`src/rtl/cpu_mux_pkg.sv`:
```
// Shared definitions for the arb_mux_rr selector family.
//   MODE_FIXED : channel chosen by the explicit sel input
//   MODE_RR    : channel chosen by round-robin arbitration
package cpu_mux_pkg;

  localparam logic MODE_FIXED = 1'b0;
  localparam logic MODE_RR    = 1'b1;

endpackage

```
`src/rtl/rr_arbiter.sv`:
```
// Rotating-priority encoder used by arb_mux_rr in round-robin mode.
// Ports:
//   req       : per-channel request vector
//   last      : index of the most recently served channel
//   en        : when low, no grant is produced
//   grant     : one-hot grant (all zero when nothing is granted)
//   grant_idx : binary index of the granted channel (0 when none)
// The search starts at last+1 and wraps modulo N, so the channel just
// served gets the lowest priority on the next evaluation.
module rr_arbiter #(
  parameter  int N    = 8,
  localparam int SELW = $clog2(N)
) (
  input  logic [N-1:0]    req,
  input  logic [SELW-1:0] last,
  input  logic            en,
  output logic [N-1:0]    grant,
  output logic [SELW-1:0] grant_idx
);

  always_comb begin
    logic [SELW-1:0] ix;
    logic            found;
    grant     = '0;
    grant_idx = '0;
    found     = 1'b0;
    ix        = '0;
    if (en) begin
      for (int k = 1; k <= N; k++) begin
        ix = SELW'((int'(last) + k) % N);
        if (!found && req[ix]) begin
          found     = 1'b1;
          grant[ix] = 1'b1;
          grant_idx = ix;
        end
      end
    end
  end

endmodule

```
`src/rtl/arb_mux_rr.sv`:
```
// N-channel, WIDTH-bit multiplexer with a registered output stage.
// Channel choice is either the explicit sel input (mode=MODE_FIXED) or
// round-robin arbitration (mode=MODE_RR).
// Ports:
//   clk, rst      : clock, asynchronous active-high reset
//   mode, sel     : selection mode and fixed-mode channel index
//   in_data       : flattened channel data, channel i at [i*WIDTH +: WIDTH]
//   in_valid      : per-channel valid
//   in_ready      : per-channel ready, at most one bit high
//   out_data      : registered selected word
//   out_valid     : out_data holds an unconsumed word
//   out_ready     : downstream accepts the word
//   out_sel       : channel that supplied out_data
//
// Handshake: a word moves across any interface on a rising edge where
// both valid and ready are high. Producers hold valid (and data) until
// that edge; ready may depend combinationally on valid, never the other
// way round. The output register accepts a new word whenever it is empty
// or being drained in the same cycle, so a continuous stream runs at one
// word per cycle with no bubbles.
module arb_mux_rr
  import cpu_mux_pkg::*;
#(
  parameter  int WIDTH = 32,
  parameter  int N     = 8,
  localparam int SELW  = $clog2(N)
) (
  input  logic               clk,
  input  logic               rst,
  input  logic               mode,
  input  logic [SELW-1:0]    sel,
  input  logic [N*WIDTH-1:0] in_data,
  input  logic [N-1:0]       in_valid,
  output logic [N-1:0]       in_ready,
  output logic [WIDTH-1:0]   out_data,
  output logic               out_valid,
  input  logic               out_ready,
  output logic [SELW-1:0]    out_sel
);

  logic [SELW-1:0]  last;
  logic [SELW-1:0]  rr_idx;
  logic [SELW-1:0]  grant_idx;
  logic [N-1:0]     rr_grant;
  logic [N-1:0]     fix_grant;
  logic [N-1:0]     grant;
  logic [WIDTH-1:0] sel_data;
  logic             load_en;
  logic             xfer;

  rr_arbiter #(.N(N)) u_arb (
    .req       (in_valid),
    .last      (last),
    .en        (mode == MODE_RR),
    .grant     (rr_grant),
    .grant_idx (rr_idx)
  );

  // When N is not a power of two, sel can name a channel that does not
  // exist; such a select grants nothing.
  always_comb begin
    fix_grant = '0;
    if (int'(sel) < N) begin
      fix_grant[sel] = in_valid[sel];
    end
  end

  assign grant     = (mode == MODE_RR) ? rr_grant : fix_grant;
  assign grant_idx = (mode == MODE_RR) ? rr_idx   : sel;
  assign load_en   = !out_valid || out_ready;

  // Ready is held low while reset is asserted so nothing is accepted
  // from upstream even though the emptied register would allow it.
  assign in_ready  = (load_en && !rst) ? grant : '0;
  assign xfer      = |(in_valid & in_ready);
  assign sel_data  = in_data[int'(grant_idx)*WIDTH +: WIDTH];

  // The pointer follows every accepted transfer in either mode, so a
  // switch into round-robin continues after the channel served last.
  always_ff @(posedge clk or posedge rst) begin
    if (rst) begin
      out_valid <= 1'b0;
      out_data  <= '0;
      out_sel   <= '0;
      last      <= SELW'(N - 1);
    end else if (xfer) begin
      out_valid <= 1'b1;
      out_data  <= sel_data;
      out_sel   <= grant_idx;
      last      <= grant_idx;
    end else if (out_ready) begin
      out_valid <= 1'b0;
    end
  end

endmodule

```
`config.mk`:
```
export PLATFORM = sky130hd
export DESIGN_NAME = arb_mux_rr
export DESIGN_NICKNAME = d
export VERILOG_FILES = /design/src/rtl/cpu_mux_pkg.sv /design/src/rtl/rr_arbiter.sv /design/src/rtl/arb_mux_rr.sv
export SDC_FILE = /design/constraint.sdc
export NUM_CORES = 1
export LEC_CHECK = 0
export BUFFER_PORTS_ARGS = -buffer_cell sky130_fd_sc_hd__buf_2
export CAP_MARGIN = 20
export CORE_AREA = 2 2 123 125
export CTS_CLUSTER_DIAMETER = 80
export CTS_CLUSTER_SIZE = 25
export DETAILED_ROUTE_END_ITERATION = 12
export DIE_AREA = 0 0 125 127
export GPL_ROUTABILITY_DRIVEN = 1
export HOLD_SLACK_MARGIN = 0.15
export PLACE_DENSITY = 0.73
export SYNTH_ARGS = -nofsm -noshare
export SYNTH_HDL_FRONTEND = slang
export SYNTH_HIERARCHICAL = 1
export SYNTH_SLANG_ARGS = --single-unit
```
`constraint.sdc`:
```
create_clock -name clk -period 8.7 [get_ports clk]
set_clock_uncertainty 0.1 [all_clocks]
set_input_delay 0.435 -clock clk [delete_from_list [all_inputs] [get_ports clk]]
set_output_delay 0.435 -clock clk [all_outputs]
set_load 0.03 [all_outputs]
```
==> results.md <==
- DRT Pass-1 Iters: 5
- CP Data Required Time: a little under 9 ns
- Largest net degree at the start of global routing: 127
- Clock Pin Slew Worst Setup and Hold Paths: 0.06 ns
- Total GRT Usage: 0.290
- GRT Residual Overflow: 0
- Final TNS setup: 0 ns
- Layout fillers: between 1.5k and 2k
- Max Clk Rate: 0.154 GHz
- Met2 WL post-DR: 11800 um
- Worst skew pair latency: between 0.2 and 0.3 ns
- Total clock sinks: 39
- Post-synthesis sequential area ratio: 0.170
- Final Max Slew Viols: 0
- Routed vias/inst: 5.83
- Total power: 2.54 mW
- CTS Hold Bufs: 0
- Cell area after layout: approximately 7400 um^2
- Final nets: between 1k and 1.5k
- Type of the most critical hold path: input port to async pin
- Most common cell after layout, fill and taps aside: buf_2
- Share of cells above drive strength 1: 0.349
- CTS buffer count: 5
- Kind of critical path: register to register
- Initial antenna violation count: 2
- Core Rows: 44
- Placed cells: 1280
- Power Density: 343 nW/um^2
- Mean Syn Cell Area: 6.82 um^2
- CTS root buf: clkbuf_16
- Asr flop ratio synth: 1.00
- Synth warn: 6
- Cell Area, Synth: about 5800 um^2
- First-pass GRT wire length: 37200 um
- Port-buffer cells: 314
- CP startpoint kind: register
- Post-CTS Setup Bufs: 0
- Die ar.: 15900 um^2
- Met1 Wirelength: 9590 um
- Rel. slew slack: 0.381
- Post-synth EDFFs: 0
- Fin crit share: 0.745
- Total number of H-tree levels: 2
- Distinct cell type count after synthesis: 72
- Core Footprint: 14400 um^2
- Ports: 315
- CTS tree: yes
- Net Count, Synth: 1122
- Initial core utilization: 0.399
- Lkg Pwr: 3.39 nW
- Cells after Synth: 845
- Critical path arrival: 6.59 ns
- CTS Buffer Depth: 2
- Post-DP Area: ~7300 um^2
- VDD IR-drop max: roughly 0.15 mV
- Ys flop type: dfrtp_1
- RePlAce Congestion: between 0.9 and 1
- Max_cap viols: 0
- Area contributors post-synth: dfrtp_1 16%, nand2_1 12%, a21oi_1 9.6%, nor4_1 6.8%, o21ai_0 5.3%
- RSZ-0062 raised after global routing: false
- Largest area contributor in the netlist: dfrtp_1
- Drt wl/cell: roughly 19 um
- Final setup fails: 0
- Area growth syn-to-layout: 28.6%
- Final hold viol count: 0
- Highest metal used: met4
- Finished Layout Cells: 1290
- Worst-path maximum fanout: 38
- DR DRC count: 0
- Met3 WL: 1700 um
- HPWL Detailed: 18700 um
- Setup crit end kind: register
- Width of the die: 125 um
- Vias: 7515
- Minimum clock period after layout: around 6.5 ns
- Post-DRT Antenna Nets: 0
- Post-synth top area share: 0.156
- Initial DRC count: 628
- Routed wire length: about 24000 um
- Post-CTS resize count: 0
- Status: finished clean
- Synthesis-stage register bit count: 39
- Most frequent cells in the layout: 314 x buf_2, 185 x nand2_1, 110 x a21oi_1
- Final hold slack: 0.170 ns
- Die Ht: 127 um
- Vias in the first global route: 7100
- Slew @ Worst Pin: 0.922 ns
through the flow:
step | setup slack [ns] | util
final | 2.22 | 0.514
after global routing | 1.69 | 0.514
after CTS | 2.31 | 0.514
after detailed placement | 2.31 | 0.504
after global placement | 2.12 | 0.502
after floorplan | 4.20 | -
path summary, 6_finish.rpt:
kind	startpoint	to	slack, ns	cells past startpoint
worst min-delay path	rst	out_data[16]$_DFFE_PP0P_	0.17	3
worst max-delay path	last[0]$_DFFE_PP1P_	out_data[30]$_DFFE_PP0P_	2.22	14
worst max register to register	last[0]$_DFFE_PP1P_	out_data[30]$_DFFE_PP0P_	2.22	14
min in group clk	out_ready	out_valid$_DFFE_PP0P_	0.34	3
max in group asynchronous	rst	last[0]$_DFFE_PP1P_	7.93	3
worst min register to register	out_data[22]$_DFFE_PP0P_	out_data[22]$_DFFE_PP0P_	0.39	2
area by class of cell:
| type | instances | area (um^2) | area share |
|---|---|---|---|
| diodes | 2 | 5.00 | 0.000675 |
| clock buffers | 7 | 133 | 0.0179 |
| flip-flops and latches | 39 | 980 | 0.132 |
| repair buffers | 325 | 1690 | 0.228 |
| well taps | 184 | 230 | 0.0311 |
| multi-input cells | 722 | 4340 | 0.585 |
| inverters | 10 | 37.5 | 0.00506 |
| clock inverters | 1 | 5.00 | 0.000675 |
worst max-delay path: stages (launching register included):
cell and delay (ns):
dfstp_2 0.99, inv_1 0.26, ha_1 0.79, mux4_2 0.48
nor4_2 0.09, nor4_4 0.85, o21ai_0 0.32, mux2i_1 0.21
a221oi_2 0.57, a32o_2 0.81, buf_4 0.40, o21ai_0 0.13
a21oi_1 0.18, nor4_1 0.08, o21ai_1 0.11
cell usage after synthesis, drive strengths merged (8+ instances only):
library cell and instances:
o21ai 104, dfrtp 36, o22ai 8, mux4 11
nor4 67, mux2 13, clkbuf 25, nand3 9
and2 32, inv 9, nor2 20, nand2 186
mux2i 14, nor3 40, nor2b 34, buf 49
a21oi 110
power by group:
part | leakage [nW] | switching [mW] | internal (mW) | total [mW]
clock network | 0.0679 | 0.0733 | 0.106 | 0.179
registers | 0.480 | 0.0962 | 0.275 | 0.371
logic | 2.85 | 1.28 | 0.715 | 1.99
sequential cells by signal (all words and copies together) (netlist names):
register and flops:
out_valid 1, out_sel 3, out_data 32, last 3
per-layer routing:
metal  up-vias  global-route usage
met5         -                   0
met4         0               0.107
met3        49              0.0469
met2       346               0.497
met1      3516               0.369
li1       3604                   -
cell families after synthesis:
family	share of synthesized area
XOR/XNOR	0.00608
AND/OR/NAND/NOR	0.363
buffers and inverters	0.0812
AO/OA/AOI/OAI	0.268
flip-flops	0.170
adder cells (fa/ha/maj)	0.0130
multiplexers	0.0982
No activity file was read; power rests on OpenSTA's default activity.
